--- src/rtl/writeback_stage.sv ---
// RV32 writeback stage: collects retiring instructions, aligns load data and drives the regfile write port.
// Optional macro WB_FWD_EN adds same-cycle forwarding outputs (fwd_valid/fwd_rd/fwd_data).
module writeback_stage #(
    parameter int LOAD_TIMEOUT = 16,
    parameter int CNT_W        = 32
) (
    input  logic             clk,
    input  logic             rst,
    input  logic             in_valid,
    output logic             in_ready,
    input  logic             in_reg_write,
    input  logic [4:0]       in_rd,
    input  logic [1:0]       in_result_src,
    input  logic [2:0]       in_funct3,
    input  logic [31:0]      in_alu_result,
    input  logic [31:0]      in_pc_plus4,
    input  logic             dmem_rvalid,
    input  logic [31:0]      dmem_rdata,
    output logic             WE3,
    output logic [4:0]       A3,
    output logic [31:0]      WD3,
    output logic [CNT_W-1:0] retire_count,
    output logic             load_err
`ifdef WB_FWD_EN
    ,
    output logic             fwd_valid,
    output logic [4:0]       fwd_rd,
    output logic [31:0]      fwd_data
`endif
);

    localparam logic [1:0] IDLE      = 2'd0;
    localparam logic [1:0] WAIT_LOAD = 2'd1;
    localparam logic [1:0] WRITE     = 2'd2;

    localparam int TW = (LOAD_TIMEOUT > 1) ? $clog2(LOAD_TIMEOUT) : 1;

    logic [1:0]    state;
    logic [TW-1:0] wait_cnt;

    logic          cap_reg_write;
    logic [4:0]    cap_rd;
    logic [2:0]    cap_funct3;
    logic [1:0]    cap_off;

    logic          accept;
    logic          timeout_hit;
    logic          wr_fire;
    logic          wr_en;
    logic [4:0]    wr_rd;
    logic [31:0]   wr_data;
    logic [31:0]   load_data;

    function automatic logic [31:0] align_load(input logic [2:0]  f3,
                                               input logic [1:0]  off,
                                               input logic [31:0] word);
        logic [7:0]  b;
        logic [15:0] h;
        b = word[{off, 3'b000} +: 8];
        h = off[1] ? word[31:16] : word[15:0];
        case (f3)
            3'b000:  align_load = {{24{b[7]}}, b};
            3'b001:  align_load = {{16{h[15]}}, h};
            3'b100:  align_load = {24'b0, b};
            3'b101:  align_load = {16'b0, h};
            default: align_load = word;
        endcase
    endfunction

    assign in_ready  = (state == IDLE) || (state == WRITE);
    assign accept    = in_valid && in_ready;
    assign load_data = align_load(cap_funct3, cap_off, dmem_rdata);

    // A response arriving in the expiry cycle takes priority, so expiry requires !dmem_rvalid.
    always_comb begin
        timeout_hit = 1'b0;
        if (LOAD_TIMEOUT != 0) begin
            timeout_hit = (state == WAIT_LOAD) && !dmem_rvalid &&
                          (wait_cnt == TW'(LOAD_TIMEOUT - 1));
        end
    end

    // Non-loads write at the accept edge so WE3 is high the very next cycle; loads write when data lands.
    always_comb begin
        wr_fire = 1'b0;
        wr_en   = 1'b0;
        wr_rd   = in_rd;
        wr_data = in_alu_result;
        if (state == WAIT_LOAD) begin
            if (dmem_rvalid) begin
                wr_fire = 1'b1;
                wr_en   = cap_reg_write && (cap_rd != 5'd0);
                wr_rd   = cap_rd;
                wr_data = load_data;
            end
        end else if (accept && (in_result_src != 2'b01)) begin
            wr_fire = 1'b1;
            wr_en   = in_reg_write && (in_rd != 5'd0);
            wr_data = (in_result_src == 2'b10) ? in_pc_plus4 : in_alu_result;
        end
    end

    always_ff @(posedge clk or negedge rst) begin
        if (!rst) begin
            state         <= IDLE;
            wait_cnt      <= '0;
            cap_reg_write <= 1'b0;
            cap_rd        <= 5'd0;
            cap_funct3    <= 3'd0;
            cap_off       <= 2'd0;
            WE3           <= 1'b0;
            A3            <= 5'd0;
            WD3           <= 32'd0;
            retire_count  <= '0;
            load_err      <= 1'b0;
        end else begin
            WE3 <= wr_en;
            if (wr_en) begin
                A3  <= wr_rd;
                WD3 <= wr_data;
            end
            if (wr_fire) begin
                retire_count <= retire_count + CNT_W'(1);
            end
            if (timeout_hit) begin
                load_err <= 1'b1;
            end
            if (accept) begin
                cap_reg_write <= in_reg_write;
                cap_rd        <= in_rd;
                cap_funct3    <= in_funct3;
                cap_off       <= in_alu_result[1:0];
            end
            case (state)
                IDLE, WRITE: begin
                    wait_cnt <= '0;
                    if (accept) begin
                        state <= (in_result_src == 2'b01) ? WAIT_LOAD : WRITE;
                    end else begin
                        state <= IDLE;
                    end
                end
                WAIT_LOAD: begin
                    if (dmem_rvalid) begin
                        state <= WRITE;
                    end else if (timeout_hit) begin
                        state <= IDLE;
                    end else begin
                        wait_cnt <= wait_cnt + TW'(1);
                    end
                end
                default: state <= IDLE;
            endcase
        end
    end

`ifdef WB_FWD_EN
    // WE3 is only ever high while in WRITE, so the bypass mirrors the regfile write exactly.
    assign fwd_valid = (state == WRITE) && WE3;
    assign fwd_rd    = A3;
    assign fwd_data  = WD3;
`endif

endmodule
--- config.mk ---
export PLATFORM = sky130hd
export DESIGN_NAME = writeback_stage
export DESIGN_NICKNAME = d
export VERILOG_FILES = /design/src/rtl/writeback_stage.sv
export SDC_FILE = /design/constraint.sdc
export NUM_CORES = 1
export LEC_CHECK = 0
export CORE_MARGIN = 4
export CORE_UTILIZATION = 46
export DETAILED_ROUTE_END_ITERATION = 10
export PLACE_DENSITY = 0.82
export SLEW_MARGIN = 20
export SYNTH_ARGS = -nofsm -noshare
export SYNTH_HDL_FRONTEND = slang
export SYNTH_SLANG_ARGS = --single-unit
--- constraint.sdc ---
create_clock -name clk -period 2.35 [get_ports clk]
set_input_delay 0.235 -clock clk [delete_from_list [all_inputs] [get_ports clk]]
set_output_delay 0.235 -clock clk [all_outputs]
set_load 0.01 [all_outputs]
==> reports/metrics.cfg, run 1 <==
[power]
p_sw_share_pct=32.2
p_leak_nw=2.95
p_sw_mw=1.53
internal_power_mw=3.21
clockPowerShare_pct=22.1
ir_worst_vdd_mv=0.458
seqPwrFrac_pct=42.9
powerDensity_nw_per_um2=645
combPwrFrac_pct=35.0
p_total_mw=4.74

[synth]
avgSynthCellArea_um2=9.68
ys_seq_area_share_pct=42.8
async_reset_ff_share_pct=100
synth_largest_area_cell=dfrtp_1
synth_top_area_share_pct=42.8
yosys_warnings=0
syn_area_um2=5140
yosysMostFrequentCell=dfrtp_1
synth_edf_count=0
syn-num-nets=644
ys_seq_elements=88
ys_top_cells_by_area=dfrtp_1, mux2_2, nor3_1, xor2_1, a31oi_1
synth_cells=531
synth_flop_cell=dfrtp_1
synth_cell_types=56
ys_top_cells_by_count=dfrtp_1, nand2_1, nor3_1

[setup_path]
reg2reg_depth=5
end_kind=register
reg2reg_to=retire_count[24]
start_kind=register
cp-startpoint=retire_count[0]
crit_chain=ha_1 -> nand3_1 -> or4_1 -> nor4b_2 -> xor2_1
max_stage_delay_ns=0.64
r2r_start=retire_count[0]
cp_max_fo=9
critPathKind=reg2reg
critPathRequiredTime_ns=2.64
cp_slowest_cell=or4_1
cp.arrival_ns=2.36
crit_path_end=retire_count[24]
reg2reg_slack_ns=0.28

[die]
die_w_um=114
core_area_um2=10900
die-height_um=114
row_count=38
io_pins=183
initial_utilization_pct=47.2
die_area_um2=12900

[layout]
drive_above_1_share_pct=10.2
area_growth_pct=43.0
antenna_cells=0
final_nets=817

[route]
drc=0
drt_first_pass_iters=8
drtIter0Drc=342
drt_wl_total_um=16900
drt-vias-per-instance=5.99
wl_per_cell_um=19.9
dr_total_vias=5083
ant_nets=0

[grt]
grt_pass1_vias=5119
grt_overflow_total=0
grt_max_degree=54
grtUsageTotal_pct=26.2
grt_antenna_before_repair=0
grt_pass1_wl_um=26900

[clock_tree]
ctsLongestPathBuffers=2
clk_latency_ns=0.37
cts_inserted_buffers=9
cts_root_buf=clkbuf_8
htree_levels=3
cts_tree=done
clk_pin_slew_ns=0.09
postCtsSetupBuffers=0
clock-sinks=88
cts_resized=0

[run_status]
outcome=finished clean

[place]
hpwl_um=12600
io_buffers=182
gp_congestion=0.907

[sta]
fmax_mhz=483
worst_slew_pin_slew_ns=0.764
finalCritPeriodShare_pct=88.1
final_max_slew_viol_count=0
hold_viol=0
rsz0062_at_grt=no
fin_setup_tns_ns=0
setup_violations=0
worst_clock_skew_ns=0.00958
fin_crit_ns=2.07
slew_headroom_pct=49.0

[worst_hold_path]
hp-class=in2async

[run]
cap_violations=0

[critical path: cells and delay by family, from the launching register on]
family        cells  cell delay, ns
simple gates      3            1.09
flops             1            0.42
fa+ha+maj         1            0.31
xor+xnor          1            0.17
[cells in the final DEF, fill, tap and decap left out, types with 11 or more instances in the layout]
cell type        netlist  final
a22oi_1               16     16
mux2i_1               18     18
nand3_1               18     18
mux2_2                21     21
nor2b_1               11     11
dfrtp_1               88     88
xor2_1                23     23
and2_1                21     21
clkdlybuf4s50_1        0    181
nand2_1               42     42
a31oi_1               32     32
buf_4                  0     24
xnor2_1               11     11
o31ai_1               18     18
nor2_1                16     15
nor3_1                42     42
[metrics by stage]
step,setup slack (ns),util (%),cells,area [µm²],hold WS [ns]
floorplan,0.570,-,531,5140,-0.0606
global placement,0.133,65.7,832,7150,0.219
detailed placement,-0.0258,65.7,832,7150,0.228
CTS,0.210,67.5,849,7350,0.376
global route,0.167,67.5,849,7350,0.418
finish,0.279,67.5,849,7350,0.374
[how the worst min path moves through the flow]
stage | from | to | slack [ns]
detailed placement | rst | retire_count[27] | 0.23
CTS | rst | retire_count[30] | 0.38
finish | rst | retire_count[27] | 0.37
floorplan | rst | A3[0] | -0.06
global route | rst | retire_count[30] | 0.42
global placement | rst | retire_count[27] | 0.22
[power groups by stage]
stage / logic (mW) / registers, mW / clock network, mW
floorplan: 0.667 / 2.10 / 0
global placement: 1.61 / 2.05 / 0
detailed placement: 1.66 / 2.06 / 0
CTS: 1.67 / 2.03 / 1.07
global route: 1.79 / 2.07 / 1.14
finish: 1.66 / 2.03 / 1.05
[routing by layer]
metal	vias to the layer above	wire length, µm	global-route usage, %	share of wire, %
li1	2345	-	-	-
met3	41	1510	6.26	8.9
met4	0	584	11.5	3.4
met5	-	0	0	0
met2	271	8140	43.7	48
met1	2426	6700	32.5	40
[flip-flops by register name (all words and copies together), names as in the netlist]
signal	cells
WE3	1
cap_funct3	3
state	2
retire_count	32
WD3	32
A3	5
cap_off	2
cap_rd	5
load_err	1
wait_cnt	4
cap_reg_write	1
[layout make-up]
type,instances,area [µm²]
Fill cell,901,3530
Multi-Input combinational cell,393,2730
Sequential cell,88,2200
Timing Repair Buffer,208,2040
Tap cell,140,175
Clock buffer,11,131
Clock inverter,5,57.6
Inverter,4,15.0
[kinds of logic after synthesis]
| kind of cell | count (synthesis) | share of synthesized area (%) |
|---|---|---|
| muxes | 39 | 8.10 |
| buffers and inverters | 50 | 4.50 |
| DFF | 88 | 42.8 |
| and+or+nand+nor | 204 | 22.0 |
| xor gates and xnor gates | 34 | 5.79 |
| AOI/OAI and AO/OA | 114 | 16.3 |
| adders and majority gates | 2 | 0.487 |
[repair_timing]
item,4_1_cts,5_1_grt
setup endpoints to repair,0,0
endpoints found under the hold margin,35,0
hold buffers,1,0
Power figures use the tool's default switching activity.
==> run 2: changes to the inputs <==
- ABC_AREA: unset -> 1
- CORE_UTILIZATION: 46 -> 48
==> run 2 against run 1 <==
Against the previous run: clock power rose by 38%; clock skew down 0.0029 ns; combinational power up 8%; register-to-register slack improved by 0.16 ns; clock-buffer cell count down 2; area after synthesis is 15% higher; hold slack lost 0.050 ns; global-route usage up 0.78 points; via count up 29%; final cell count increased by 54%; critical path depth grew 5; maximum frequency increased by 8.3%.
==> reports/metrics.cfg, run 2 <==
[die]
io_pins=183  ; unchanged
row_count=40  ; +5.3%
die_w_um=119  ; +4.8%
core_area_um2=12100  ; +11%
die_area_um2=14200  ; +9.9%
initial_utilization_pct=49.2  ; +2.0 points
die-height_um=119  ; +4.8%

[run]
cap_violations=0  ; unchanged

[synth]
async_reset_ff_share_pct=100  ; unchanged
syn_area_um2=5940  ; +15%
synth_edf_count=0  ; unchanged
ys_seq_elements=88  ; unchanged
ys_seq_area_share_pct=37.1  ; -5.7 points
synth_flop_cell=dfrtp_1
synth_top_area_share_pct=37.1  ; -5.7 points
syn-num-nets=1066  ; +66%
ys_top_cells_by_area=dfrtp_1, nand2_1, nor2_1, inv_1, nand3_1
yosys_warnings=0  ; unchanged
ys_top_cells_by_count=nand2_1, nor2_1, inv_1
yosysMostFrequentCell=nand2_1
synth_largest_area_cell=dfrtp_1
synth_cells=953  ; +79%
avgSynthCellArea_um2=6.23  ; -36%
synth_cell_types=29  ; -48%

[layout]
final_cell_mix=nand2_1, clkdlybuf4s50_1, nor2_1
area_growth_pct=39.7
num-fill-cells=1065  ; +18%
final_nets=1247  ; +53%
seqCellArea_um2=2200  ; unchanged
mostFrequentLayoutCell=nand2_1
antenna_cells=0  ; unchanged
largestRegisters=WD3: 32 flops, retire_count: 32 flops
multiInputGateArea_um2=3130  ; +15%
drive_above_1_share_pct=5.62  ; -4.5 points

[power]
clockPowerShare_pct=27.5  ; +5.4 points
combPwrFrac_pct=34.1  ; -0.9 points
p_total_mw=5.28  ; +11%
p_leak_nw=4.03  ; +37%
ir_worst_vdd_mv=0.629  ; +37%
seqPwrFrac_pct=38.4  ; -4.5 points
powerDensity_nw_per_um2=637  ; -1.2%
p_sw_mw=1.76  ; +15%
internal_power_mw=3.52  ; +9.6%
p_sw_share_pct=33.4  ; +1.1 points

[setup_path]
critPathKind=reg2reg
crit_path_end=retire_count[30]
cp.arrival_ns=2.16  ; -0.20 ns
cp_max_fo=5  ; -4
reg2reg_depth=10  ; +5
reg2reg_slack_ns=0.44  ; +0.16 ns
reg2reg_to=retire_count[30]
end_kind=register
critPathRequiredTime_ns=2.59  ; -0.05 ns
r2r_start=retire_count[0]
start_kind=register
cp-startpoint=retire_count[0]

[clock_tree]
cts_tree=done
clk_latency_ns=0.35  ; -0.02 ns
postCtsSetupBuffers=0  ; unchanged
clock-sinks=88  ; unchanged
cts_inserted_buffers=9  ; unchanged
cts_resized=0  ; unchanged
cts_hold_buf=1  ; unchanged
htree_levels=3  ; unchanged
clk_pin_slew_ns=0.06  ; -0.03 ns
cts_root_buf=clkbuf_16
ctsLongestPathBuffers=2  ; unchanged

[sta]
setup_violations=0  ; unchanged
rsz0062_at_grt=no
hold_viol=0  ; unchanged
slew_headroom_pct=61.9  ; +13 points
worst_slew_pin_slew_ns=0.570  ; -0.194 ns
fmax_mhz=523  ; +8.3%
fin_setup_tns_ns=0  ; unchanged
final_max_slew_viol_count=0  ; unchanged
worst_clock_skew_ns=0.00665  ; -0.00293 ns
finalWorstSetupSlack_ns=0.437  ; +0.159 ns
finalHoldWorstSlack_ns=0.324  ; -0.0498 ns
fin_crit_ns=1.91  ; -0.159 ns
finalCritPeriodShare_pct=81.4  ; -6.7 points

[route]
wl_met1_um=7990  ; +19%
drtIter0Drc=530  ; +55%
drt_wl_total_um=18800  ; +11%
dr_total_vias=6570  ; +29%
drt-vias-per-instance=5.03  ; -16%
wl_per_cell_um=14.4  ; -28%
ant_nets=0  ; unchanged
drt_first_pass_iters=5  ; -3
drc=0  ; unchanged
top_layer=met4
met3_length_um=1130  ; -25%
met2_length_um=9210  ; +13%

[place]
gp_congestion=0.899  ; -0.87%
hpwl_um=14500  ; +15%
io_buffers=182  ; unchanged
place_ws_ns=0.296  ; +0.322 ns

[grt]
grt_overflow_total=0  ; unchanged
grt_max_degree=68  ; +26%
grt_pass1_vias=6366  ; +24%
grt_pass1_wl_um=31200  ; +16%
grtUsageTotal_pct=27.0  ; +0.78 points
grt_antenna_before_repair=0  ; unchanged

[worst_hold_path]
hp-class=in2async

[run_status]
outcome=finished clean

-- run 2: per-stage QoR --
stage	utilization [%]	cells	instance area, µm²
final	68.8	1306	8300
after global routing	68.8	1306	8300
after CTS	68.8	1306	8300
after detailed placement	66.2	1290	7990
after global placement	66.2	1290	7990
after floorplan	-	953	5940
-- run 2: worst min path at each step --
stage | startpoint | endpoint | slack [ns] | cells past startpoint
floorplan | rst | A3[0] | -0.06 | 0
global placement | rst | WD3[25] | 0.15 | 1
detailed placement | rst | WD3[25] | 0.16 | 1
CTS | rst | WD3[8] | 0.33 | 2
global route | rst | WD3[30] | 0.35 | 2
finish | rst | WD3[30] | 0.32 | 2
-- run 2: cell families after synthesis --
group / after synthesis / synth area share [%]
AOI/OAI and AO/OA: 88 / 7.75
adders and majority gates: 2 / 0.421
buffers and inverters: 147 / 10.3
DFF: 88 / 37.1
xor gates and xnor gates: 15 / 2.21
muxes: 1 / 0.169
and+or+nand+nor: 612 / 42.1
-- run 2: layout make-up --
| cell class | instances | area share [%] |
|---|---|---|
| clock buffers | 9 | 2.71 |
| flip-flops and latches | 88 | 26.5 |
| well taps | 168 | 2.53 |
| multi-input cells | 718 | 37.8 |
| inverters | 111 | 5.02 |
| repair buffers | 206 | 24.6 |
| clock inverters | 6 | 0.845 |
-- run 2: power groups by stage --
stage | Combinational [mW] | Clock, mW | Sequential (mW)
finish | 1.80 | 1.45 | 2.03
global route | 1.99 | 1.55 | 2.07
CTS | 1.81 | 1.48 | 2.03
detailed placement | 1.80 | 0 | 2.05
global placement | 1.76 | 0 | 2.04
floorplan | 0.758 | 0 | 2.10
-- run 2: worst max-delay path: stages (launching register included) --
cell and delay [ns]:
dfrtp_1 0.42, ha_1 0.27, inv_1 0.10, nor2_1 0.30, nand2_1 0.15, nor2_1 0.28, nand2_1 0.09, nand2_1 0.06
nand2_1 0.05, nand2_1 0.05, nand2_1 0.05
-- run 2: routing by layer --
layer  up-vias  track usage (%)
li1       3295                -
met1      2967             34.7
met2       263             45.9
met3        45             4.23
met4         0             10.2
met5         -                0
